===== src/rtl/mem_wb_load_stage_if.sv =====
// Bundle between the MEM stage / data memory and the load-completion stage,
// including the register-file write port and the stall request it returns.
interface mem_wb_load_stage_if #(
    parameter int DW = 32,
    parameter int RW = 5
);
    logic          in_valid;
    logic          in_is_load;
    logic [2:0]    in_load_sel;
    logic [1:0]    in_addr;
    logic [DW-1:0] in_rt_old;
    logic [DW-1:0] in_alu_res;
    logic          in_wen;
    logic [RW-1:0] in_waddr;
    logic          flush;
    logic          dm_rdata_valid;
    logic [DW-1:0] dm_rdata;
    logic          stall_req;
    logic          wb_valid;
    logic          wb_we;
    logic [RW-1:0] wb_waddr;
    logic [DW-1:0] wb_wdata;
    logic [3:0]    wb_b_w_en;

    // Pipeline / memory side that feeds the stage and consumes writeback.
    modport master (
        output in_valid, in_is_load, in_load_sel, in_addr, in_rt_old,
               in_alu_res, in_wen, in_waddr, flush, dm_rdata_valid, dm_rdata,
        input  stall_req, wb_valid, wb_we, wb_waddr, wb_wdata, wb_b_w_en
    );

    // The load-completion stage itself.
    modport slave (
        input  in_valid, in_is_load, in_load_sel, in_addr, in_rt_old,
               in_alu_res, in_wen, in_waddr, flush, dm_rdata_valid, dm_rdata,
        output stall_req, wb_valid, wb_we, wb_waddr, wb_wdata, wb_b_w_en
    );
endinterface


===== src/rtl/mem_wb_load_stage.sv =====
// Load-completion stage: waits for the data-memory response, aligns/extends
// the word (with lwl/lwr merge) and drives the register-file write port.
module mem_wb_load_stage #(
    parameter int DW = 32,
    parameter int RW = 5
) (
    input  logic                clk,
    input  logic                resetn,
    mem_wb_load_stage_if.slave  bus
);
    localparam logic [2:0] LD_LW  = 3'd0;
    localparam logic [2:0] LD_LB  = 3'd1;
    localparam logic [2:0] LD_LBU = 3'd2;
    localparam logic [2:0] LD_LH  = 3'd3;
    localparam logic [2:0] LD_LHU = 3'd4;
    localparam logic [2:0] LD_LWL = 3'd5;
    localparam logic [2:0] LD_LWR = 3'd6;

    typedef enum logic [1:0] {
        ST_IDLE  = 2'd0,
        ST_WAIT  = 2'd1,
        ST_DRAIN = 2'd2
    } state_t;

    state_t        state_reg, state_next;

    logic [2:0]    load_sel_reg;
    logic [1:0]    addr_reg;
    logic [DW-1:0] rt_old_reg;
    logic          wen_reg;
    logic [RW-1:0] waddr_reg;
    logic          capture;

    logic          wb_valid_reg, wb_valid_next;
    logic          wb_we_reg, wb_we_next;
    logic [RW-1:0] wb_waddr_reg, wb_waddr_next;
    logic [DW-1:0] wb_wdata_reg, wb_wdata_next;
    logic [3:0]    wb_b_w_en_reg, wb_b_w_en_next;

    // ---------------------------------------------------------------
    // Load data alignment
    // ---------------------------------------------------------------
    logic [7:0]    rd_byte [4];
    logic [7:0]    byte_pick;
    logic [15:0]   half_pick;
    logic [DW-1:0] lwl_shift, lwr_shift, part_shift, merged;
    logic [3:0]    lwl_mask, lwr_mask, part_mask;
    logic [DW-1:0] load_data;
    logic [3:0]    load_mask;

    generate
        for (genvar gi = 0; gi < 4; gi++) begin : g_bytes
            assign rd_byte[gi] = bus.dm_rdata[8*gi +: 8];
            assign merged[8*gi +: 8] = part_mask[gi] ? part_shift[8*gi +: 8]
                                                     : rt_old_reg[8*gi +: 8];
        end
    endgenerate

    assign byte_pick = rd_byte[addr_reg];
    assign half_pick = addr_reg[1] ? bus.dm_rdata[31:16] : bus.dm_rdata[15:0];

    // 3-a on a 2-bit address is simply its bitwise inverse.
    assign lwl_shift  = bus.dm_rdata << {addr_reg, 3'b000};
    assign lwr_shift  = bus.dm_rdata >> {~addr_reg, 3'b000};
    assign lwl_mask   = 4'b1111 << addr_reg;
    assign lwr_mask   = 4'b1111 >> (~addr_reg);
    assign part_shift = (load_sel_reg == LD_LWR) ? lwr_shift : lwl_shift;
    assign part_mask  = (load_sel_reg == LD_LWR) ? lwr_mask  : lwl_mask;

    always_comb begin
        load_data = bus.dm_rdata;
        load_mask = 4'b1111;
        case (load_sel_reg)
            LD_LB:  load_data = {{24{byte_pick[7]}}, byte_pick};
            LD_LBU: load_data = {24'h000000, byte_pick};
            LD_LH:  load_data = {{16{half_pick[15]}}, half_pick};
            LD_LHU: load_data = {16'h0000, half_pick};
            LD_LWL, LD_LWR: begin
                load_data = merged;
                load_mask = part_mask;
            end
            default: load_data = bus.dm_rdata;
        endcase
    end

    // ---------------------------------------------------------------
    // Control FSM and writeback next-state
    // ---------------------------------------------------------------
    always_comb begin
        state_next     = state_reg;
        capture        = 1'b0;
        wb_valid_next  = 1'b0;
        wb_we_next     = 1'b0;
        wb_waddr_next  = wb_waddr_reg;
        wb_wdata_next  = wb_wdata_reg;
        wb_b_w_en_next = wb_b_w_en_reg;
        case (state_reg)
            ST_IDLE: begin
                if (bus.in_valid && !bus.flush) begin
                    if (bus.in_is_load) begin
                        capture    = 1'b1;
                        state_next = ST_WAIT;
                    end else begin
                        wb_valid_next  = 1'b1;
                        wb_we_next     = bus.in_wen;
                        wb_waddr_next  = bus.in_waddr;
                        wb_wdata_next  = bus.in_alu_res;
                        wb_b_w_en_next = 4'b1111;
                    end
                end
            end
            ST_WAIT: begin
                if (bus.dm_rdata_valid) begin
                    state_next = ST_IDLE;
                    // A flush landing with the response discards the data.
                    if (!bus.flush) begin
                        wb_valid_next  = 1'b1;
                        wb_we_next     = wen_reg;
                        wb_waddr_next  = waddr_reg;
                        wb_wdata_next  = load_data;
                        wb_b_w_en_next = load_mask;
                    end
                end else if (bus.flush) begin
                    state_next = ST_DRAIN;
                end
            end
            ST_DRAIN: begin
                if (bus.dm_rdata_valid) begin
                    state_next = ST_IDLE;
                end
            end
            default: state_next = ST_IDLE;
        endcase
    end

    always_ff @(posedge clk) begin
        if (!resetn) begin
            state_reg     <= ST_IDLE;
            load_sel_reg  <= 3'd0;
            addr_reg      <= 2'd0;
            rt_old_reg    <= '0;
            wen_reg       <= 1'b0;
            waddr_reg     <= '0;
            wb_valid_reg  <= 1'b0;
            wb_we_reg     <= 1'b0;
            wb_waddr_reg  <= '0;
            wb_wdata_reg  <= '0;
            wb_b_w_en_reg <= 4'b0000;
        end else begin
            state_reg     <= state_next;
            wb_valid_reg  <= wb_valid_next;
            wb_we_reg     <= wb_we_next;
            wb_waddr_reg  <= wb_waddr_next;
            wb_wdata_reg  <= wb_wdata_next;
            wb_b_w_en_reg <= wb_b_w_en_next;
            if (capture) begin
                load_sel_reg <= bus.in_load_sel;
                addr_reg     <= bus.in_addr;
                rt_old_reg   <= bus.in_rt_old;
                wen_reg      <= bus.in_wen;
                waddr_reg    <= bus.in_waddr;
            end
        end
    end

    assign bus.stall_req = (state_reg != ST_IDLE);
    assign bus.wb_valid  = wb_valid_reg;
    assign bus.wb_we     = wb_we_reg;
    assign bus.wb_waddr  = wb_waddr_reg;
    assign bus.wb_wdata  = wb_wdata_reg;
    assign bus.wb_b_w_en = wb_b_w_en_reg;
endmodule


===== src/flat_wrapper.sv =====
// flat-port wrapper written by rule: the top's interface ports become plain ports
module mem_wb_load_stage_flat 
#(
    parameter int DW = 32,
    parameter int RW = 5
)
  (clk, resetn, bus_in_valid, bus_in_is_load, bus_in_load_sel, bus_in_addr, bus_in_rt_old, bus_in_alu_res, bus_in_wen, bus_in_waddr, bus_flush, bus_dm_rdata_valid, bus_dm_rdata, bus_stall_req, bus_wb_valid, bus_wb_we, bus_wb_waddr, bus_wb_wdata, bus_wb_b_w_en);
  mem_wb_load_stage_if #(.DW(DW), .RW(RW)) bus_i ();
  input  logic clk;
  input  logic resetn;
  input wire logic [$bits(bus_i.in_valid)-1:0] bus_in_valid;
  input wire logic [$bits(bus_i.in_is_load)-1:0] bus_in_is_load;
  input wire logic [$bits(bus_i.in_load_sel)-1:0] bus_in_load_sel;
  input wire logic [$bits(bus_i.in_addr)-1:0] bus_in_addr;
  input wire logic [$bits(bus_i.in_rt_old)-1:0] bus_in_rt_old;
  input wire logic [$bits(bus_i.in_alu_res)-1:0] bus_in_alu_res;
  input wire logic [$bits(bus_i.in_wen)-1:0] bus_in_wen;
  input wire logic [$bits(bus_i.in_waddr)-1:0] bus_in_waddr;
  input wire logic [$bits(bus_i.flush)-1:0] bus_flush;
  input wire logic [$bits(bus_i.dm_rdata_valid)-1:0] bus_dm_rdata_valid;
  input wire logic [$bits(bus_i.dm_rdata)-1:0] bus_dm_rdata;
  output wire logic [$bits(bus_i.stall_req)-1:0] bus_stall_req;
  output wire logic [$bits(bus_i.wb_valid)-1:0] bus_wb_valid;
  output wire logic [$bits(bus_i.wb_we)-1:0] bus_wb_we;
  output wire logic [$bits(bus_i.wb_waddr)-1:0] bus_wb_waddr;
  output wire logic [$bits(bus_i.wb_wdata)-1:0] bus_wb_wdata;
  output wire logic [$bits(bus_i.wb_b_w_en)-1:0] bus_wb_b_w_en;
  assign bus_i.in_valid = bus_in_valid;
  assign bus_i.in_is_load = bus_in_is_load;
  assign bus_i.in_load_sel = bus_in_load_sel;
  assign bus_i.in_addr = bus_in_addr;
  assign bus_i.in_rt_old = bus_in_rt_old;
  assign bus_i.in_alu_res = bus_in_alu_res;
  assign bus_i.in_wen = bus_in_wen;
  assign bus_i.in_waddr = bus_in_waddr;
  assign bus_i.flush = bus_flush;
  assign bus_i.dm_rdata_valid = bus_dm_rdata_valid;
  assign bus_i.dm_rdata = bus_dm_rdata;
  assign bus_stall_req = bus_i.stall_req;
  assign bus_wb_valid = bus_i.wb_valid;
  assign bus_wb_we = bus_i.wb_we;
  assign bus_wb_waddr = bus_i.wb_waddr;
  assign bus_wb_wdata = bus_i.wb_wdata;
  assign bus_wb_b_w_en = bus_i.wb_b_w_en;
  mem_wb_load_stage #(.DW(DW), .RW(RW)) u_core (.clk(clk), .resetn(resetn), .bus(bus_i));
endmodule

===== config.mk =====
export PLATFORM = sky130hd
export DESIGN_NAME = mem_wb_load_stage_flat
export DESIGN_NICKNAME = d
export VERILOG_FILES = /design/src/rtl/mem_wb_load_stage_if.sv /design/src/rtl/mem_wb_load_stage.sv /design/src/flat_wrapper.sv
export SDC_FILE = /design/constraint.sdc
export NUM_CORES = 1
export LEC_CHECK = 0
export ABC_AREA = 1
export CAP_MARGIN = 25
export CORE_MARGIN = 1.5
export CORE_UTILIZATION = 45
export CTS_CLUSTER_DIAMETER = 30
export DETAILED_ROUTE_END_ITERATION = 8
export MAX_ROUTING_LAYER = met4
export PLACE_DENSITY = 0.78
export REMOVE_ABC_BUFFERS = 1
export SYNTH_ARGS = -nofsm -noshare
export SYNTH_HDL_FRONTEND = slang
export SYNTH_SLANG_ARGS = --single-unit

===== constraint.sdc =====
create_clock -name clk -period 1.3 [get_ports clk]
set_input_delay 0.26 -clock clk [delete_from_list [all_inputs] [get_ports clk]]
set_output_delay 0.26 -clock clk [all_outputs]
set_load 0.02 [all_outputs]

==> impl_metrics.ini, run 1 <==
[yosys]
synth_compound_area_share_pct = 20.2
synth_top_family_by_area = simple AND/OR/NAND/NOR gates
synth_adder_area_share_pct = 0
yosys-top-cells-area = dfxtp_1, nand2_1, o21ai_0
yosys.area_share.simple_pct = 39.2
synth.mux.area_fraction_pct = 0
yosys.area.top_type = dfxtp_1
synth-xor-area-share_pct = 0
seq_area_frac_synth_pct = 29.3
netlist_instances = 1067
avgSynthCellArea_um2 = 5.64
yosys_warnings = 0
ys_ff_latch = 88
ys_types = 25
synth_top_cell_area_share_pct = 29.3
netlist_area_um2 = 6010

[routing]
drt-initial-drc-count = 804
final_antenna_net_count = 0
num_vias = 8730
drc_errors = 0
wl_per_cell_um = 18.8
routed_wl_mm = 28.3
dr.pass1.iters = 7
post_drt_via_cell_ratio = 5.80

[die]
die_width_um = 119
die_h_um = 119
dieArea_um2 = 14100
pin_count = 157
num_rows = 42
start_util_pct = 45.8
core_um2 = 13100

[setup_path]
crit_required_ps = 1600
reg2reg_slack_ps = -410
reg2reg_depth = 11
start_kind = register
arrival_ps = 2000
rr_endpoint = u_core.bus.wb_wdata[12]
path_max_fanout = 8
critical_path_class = reg -> reg
crit_path_end_kind = register
timing.rr.start = u_core.load_sel_reg[0]

[timing]
min_period_over_period_pct = 131
layout_min_cycle_time_ps = 1710
setup_ws_ps = -407
worstMarginPinSlew_ps = 349
clock.fmax_mhz = 586
fin_skew_ps = 7.07
relSlewSlack_pct = 76.5
final-hold-violation-count = 0
rsz0062_at_grt = true
holdWs_ps = 375
setup_viol = 81
slew_viol_final = 0

[min_path]
hold_class = in -> reg
hold_start = bus_flush
hold_end = u_core.state_reg[0]
min_path_cells = 4

[placed_design]
gp_congestion = 0.981
hpwlAfterDp_mm = 16.2
place_ws_ps = -573
portBuffers = 156

[global_route]
grt_max_degree = 46
grt_first_pass_wirelength_mm = 41.3
antenna_found_initial = 1
overflow = 0
grt_pass1_vias = 7810
grt_use_total_pct = 38.5

[cts]
path_clk_slew_ps = 70
clock_path_buffers = 2
cts_buffers = 9
cts-htree-levels = 3
cts_root_buf = clkbuf_16
clkSinkCount = 88
clock_latency_ps = 360
cts_tree = yes
cts_hold_buf = 0

[final_layout]
fill_cells = 928
finalNetCount = 1437
drive_gt1_share_pct = 26.8
antennaDiodeCount = 0
area_delta_synth_final_pct = 73.2

[job]
maxCapViolations = 0

[run_status]
violations = negative setup slack
outcome = complete, but fails checks

[power]
p_per_area_nw_per_um2 = 827
p_leak_nw = 4.84
peakVddDrop_mv = 0.555
[cells in the mapped netlist, drive strengths merged]
| library cell | instances |
|---|---|
| o21ai | 148 |
| a31oi | 8 |
| dfxtp | 88 |
| or2 | 2 |
| clkbuf | 39 |
| nor3 | 1 |
| nand3 | 110 |
| o211ai | 7 |
| nand2 | 298 |
| buf | 26 |
| nand4 | 2 |
| a21oi | 74 |
| nor2 | 147 |
| nand3b | 10 |
| inv | 107 |
[power breakdown]
part	internal, mW	leakage, nW	switching, mW
combinational	1.35	3.97	1.53
clock	1.52	0.152	1.26
sequential	2.84	0.725	0.118
total	5.71	4.84	2.90
[through the flow]
stage,power (mW),utilization [%],std cells,setup TNS (ps),instance area [um2]
floorplan,3.93,-,1002,-97160,5730
global placement,5.11,65.6,1452,-33630,8610
detailed placement,5.13,65.6,1452,-35900,8610
CTS,8.18,75.1,1497,-9210,9860
global route,8.91,79.3,1505,-20100,10400
finish,8.61,79.3,1505,-16500,10400
[worst max-delay path, cell delays in order, from the launching register on]
cell and delay [ps]:
dfxtp_4 400, inv_6 70, nor2_4 130, buf_6 130, nand2_4 60, nand3b_1 200, nand2_2 150, buf_12 160
nor2_1 60, nand2_1 80, nand2_1 70, a21oi_2 110
[cell type report]
| class | count | area (um2) | share of cell area, % |
|---|---|---|---|
| clock buffers | 9 | 225 | 2.16 |
| inverters | 107 | 452 | 4.34 |
| well taps | 176 | 220 | 2.11 |
| repair buffers | 311 | 3380 | 32.4 |
| clock inverters | 7 | 77.6 | 0.745 |
| multi-input cells | 807 | 4280 | 41.1 |
| flip-flops and latches | 88 | 1790 | 17.1 |
[layout by cell type (no fill, tap or decap), types with 3 or more instances in the layout]
master,netlist,final
a21oi_1,74,47
a21oi_2,0,27
a31oi_1,8,8
buf_12,0,25
buf_16,0,12
buf_4,1,87
buf_6,1,24
buf_8,0,5
clkbuf_16,0,11
clkbuf_2,1,14
clkdlybuf4s15_1,0,20
clkdlybuf4s50_1,0,109
dfxtp_1,88,81
dfxtp_4,0,6
dlygate4sd2_1,0,10
inv_1,103,92
inv_2,4,7
inv_4,0,4
inv_6,0,3
nand2_1,296,268
nand2_2,2,17
nand2_4,0,12
nand3_1,109,102
nand3_2,1,6
nand3b_1,10,10
nor2_1,145,109
nor2_2,1,11
nor2_4,1,27
o211ai_1,7,7
o21ai_0,141,63
o21ai_1,7,44
o21ai_2,0,36
o21ai_4,0,5
[cells by family (layout without fill, tap and decap cells)]
kind of cell,after synthesis,in the layout
AO/OA/AOI/OAI,237,237
buffers and inverters,172,434
flip-flops,88,88
AND/OR/NAND/NOR,570,570
[metal layers]
| layer | vias up | routed length, um | global-route usage [%] |
|---|---|---|---|
| met5 | - | 0 | - |
| met4 | 0 | 1920 | 19.5 |
| met3 | 160 | 3070 | 7.00 |
| met2 | 623 | 12900 | 61.3 |
| met1 | 3964 | 10400 | 46.8 |
| li1 | 3983 | - | - |
[worst max-delay path by stage]
stage                                 startpoint                       to  slack (ps)  cells past startpoint
final                     u_core.load_sel_reg[0]  u_core.bus.wb_wdata[12]        -410                     11
after floorplan               u_core.addr_reg[1]  u_core.bus.wb_wdata[10]       -1750                      9
after CTS                 u_core.load_sel_reg[0]  u_core.bus.wb_wdata[16]        -270                     13
after detailed placement               bus_flush  u_core.bus.wb_wdata[29]        -570                      9
after global routing      u_core.load_sel_reg[0]  u_core.bus.wb_wdata[12]        -430                     12
after global placement          bus_dm_rdata[15]  u_core.bus.wb_wdata[17]        -470                      9
[repair_timing]
item | CTS | global route
pin swaps | 23 | 52
buffers inserted | 16 | 9
endpoints found under the setup margin | 122 | 116
cloned | 14 | 3
resized for setup | 234 | 220
(Power assumes the default switching activity.)
==> run 2: changes to the inputs <==
CORE_UTILIZATION = 40   (was 45)
PLACE_DENSITY = default   (was 0.78)
PLACE_DENSITY_LB_ADDON = 0.15   (was default)
==> impl_metrics.ini, run 2 (synthesized netlist as in run 1, its figures left out) <==
[setup_path]
cpMaxStageDelayCell = dfxtp_4
critical_path_class = reg -> reg
cp_common_cell = nand2_2
crit_path_end_kind = register
path_max_fanout = 8
critPathMaxStageDelay_ps = 370
crit_required_ps = 1540
path_cells = inv_6 -> nor2_4 -> nor2_1 -> nand2_2 -> buf_6 -> clkbuf_16 -> o21ai_0 -> inv_1 -> nand2_2 -> a21oi_2
arrival_ps = 1970
start_kind = register

[timing]
layout_min_cycle_time_ps = 1730
holdWs_ps = 373
setup_ws_ps = -430
clock.fmax_mhz = 578
worstMarginPinSlew_ps = 323
slew_viol_final = 0
setup_tns_ps = -15750
relSlewSlack_pct = 78.2
rsz0062_at_grt = true
fin_skew_ps = 10.2
setup_viol = 85
min_period_over_period_pct = 133
final-hold-violation-count = 0

[routing]
post_drt_via_cell_ratio = 5.61
wl_met2_mm = 13.4
met1_length_mm = 11.3
dr.pass1.iters = 5
wl_met3_mm = 2.81
drt-initial-drc-count = 871
wl_per_cell_um = 18.8
routed_wl_mm = 28.7
maxUsedRoutingLayer = met4
num_vias = 8576
final_antenna_net_count = 0
drc_errors = 0

[die]
die_h_um = 126
pin_count = 157
die_width_um = 126
num_rows = 44
dieArea_um2 = 15800
start_util_pct = 41.2
core_um2 = 14600

[run_status]
outcome = complete, but fails checks
violations = negative setup slack

[final_layout]
post-route-util_pct = 74.7
final_cell_mix = nand2_1, clkdlybuf4s50_1, nor2_1
antennaDiodeCount = 0
final_common_cell = nand2_1
final_cell_area_um2 = 10900
area_delta_synth_final_pct = 81.3
drive_gt1_share_pct = 32.1
finalNetCount = 1453
fill_cells = 1143

[job]
maxCapViolations = 0

[placed_design]
hpwlAfterDp_mm = 16.9
dpl-instance-area_um2 = 8670
gp_congestion = 0.952
portBuffers = 156

[global_route]
grt_use_total_pct = 35.8
overflow = 0
grt_max_degree = 46
antenna_found_initial = 0
grt_first_pass_wirelength_mm = 42.7
grt_pass1_vias = 7907

[cts]
cts_buffers = 9
clock_path_buffers = 2
cts-htree-levels = 3
path_clk_slew_ps = 70
clock_latency_ps = 360
clkSinkCount = 88
cts_root_buf = clkbuf_16
cts_tree = yes

[power]
finalPower_mw = 8.63
p_per_area_nw_per_um2 = 792
peakVddDrop_mv = 0.753
p_leak_nw = 5.03

[min_path]
hold_class = in -> reg
## run 2: final timing paths
check | slack [ps] | from | end | cells past startpoint
max reg2reg | -430 | u_core.load_sel_reg[0] | u_core.bus.wb_wdata[24] | 10
min reg2reg | 450 | u_core.rt_old_reg[4] | u_core.rt_old_reg[4] | 2
min | 370 | bus_flush | u_core.state_reg[0] | 5
max | -430 | u_core.load_sel_reg[0] | u_core.bus.wb_wdata[24] | 10
## run 2: timing repair
item | 4_1_cts | 5_1_grt
gates cloned | 16 | 1
hold buffers | 0 | 0
endpoints found under the setup margin | 128 | 119
gates resized for setup | 348 | 189
pin swaps | 64 | 68
setup buffers | 30 | 16
## run 2: where the power goes
group          switching, mW  internal, mW  total, mW
Combinational           1.56          1.40       2.96
Clock                   1.18          1.54       2.72
Sequential             0.111          2.84       2.95
Total                   2.85          5.78       8.63
## run 2: per-stage QoR
step | setup WS, ps | instances
3_3_place_gp | -519 | 1464
2_1_floorplan | -1750 | 1002
6_report | -430 | 1529
3_5_place_dp | -514 | 1464
5_1_grt | -465 | 1529
4_1_cts | -260 | 1520
## run 2: final cells by class
type	count	area [um2]	area share, %
Multi-Input combinational cell	807	4500	41.3
Timing Repair Buffer	327	3640	33.4
Sequential cell	88	1790	16.4
Inverter	107	439	4.03
Clock buffer	11	243	2.23
Tap cell	184	230	2.11
Clock inverter	5	56.3	0.516
## run 2: critical path: cells and delay by family (launching register included)
| kind | cells | cell delay [ps] |
|---|---|---|
| buffers and inverters | 4 | 530 |
| AO/OA/AOI/OAI | 2 | 310 |
| flip-flops | 1 | 370 |
| AND/OR/NAND/NOR | 4 | 400 |
## run 2: metal layers
| metal | global-route usage, % | vias to the layer above |
|---|---|---|
| met2 | 57.1 | 496 |
| met3 | 8.88 | 95 |
| met1 | 44.1 | 3981 |
| met4 | 12.5 | 0 |
| li1 | - | 4004 |
| met5 | - | - |
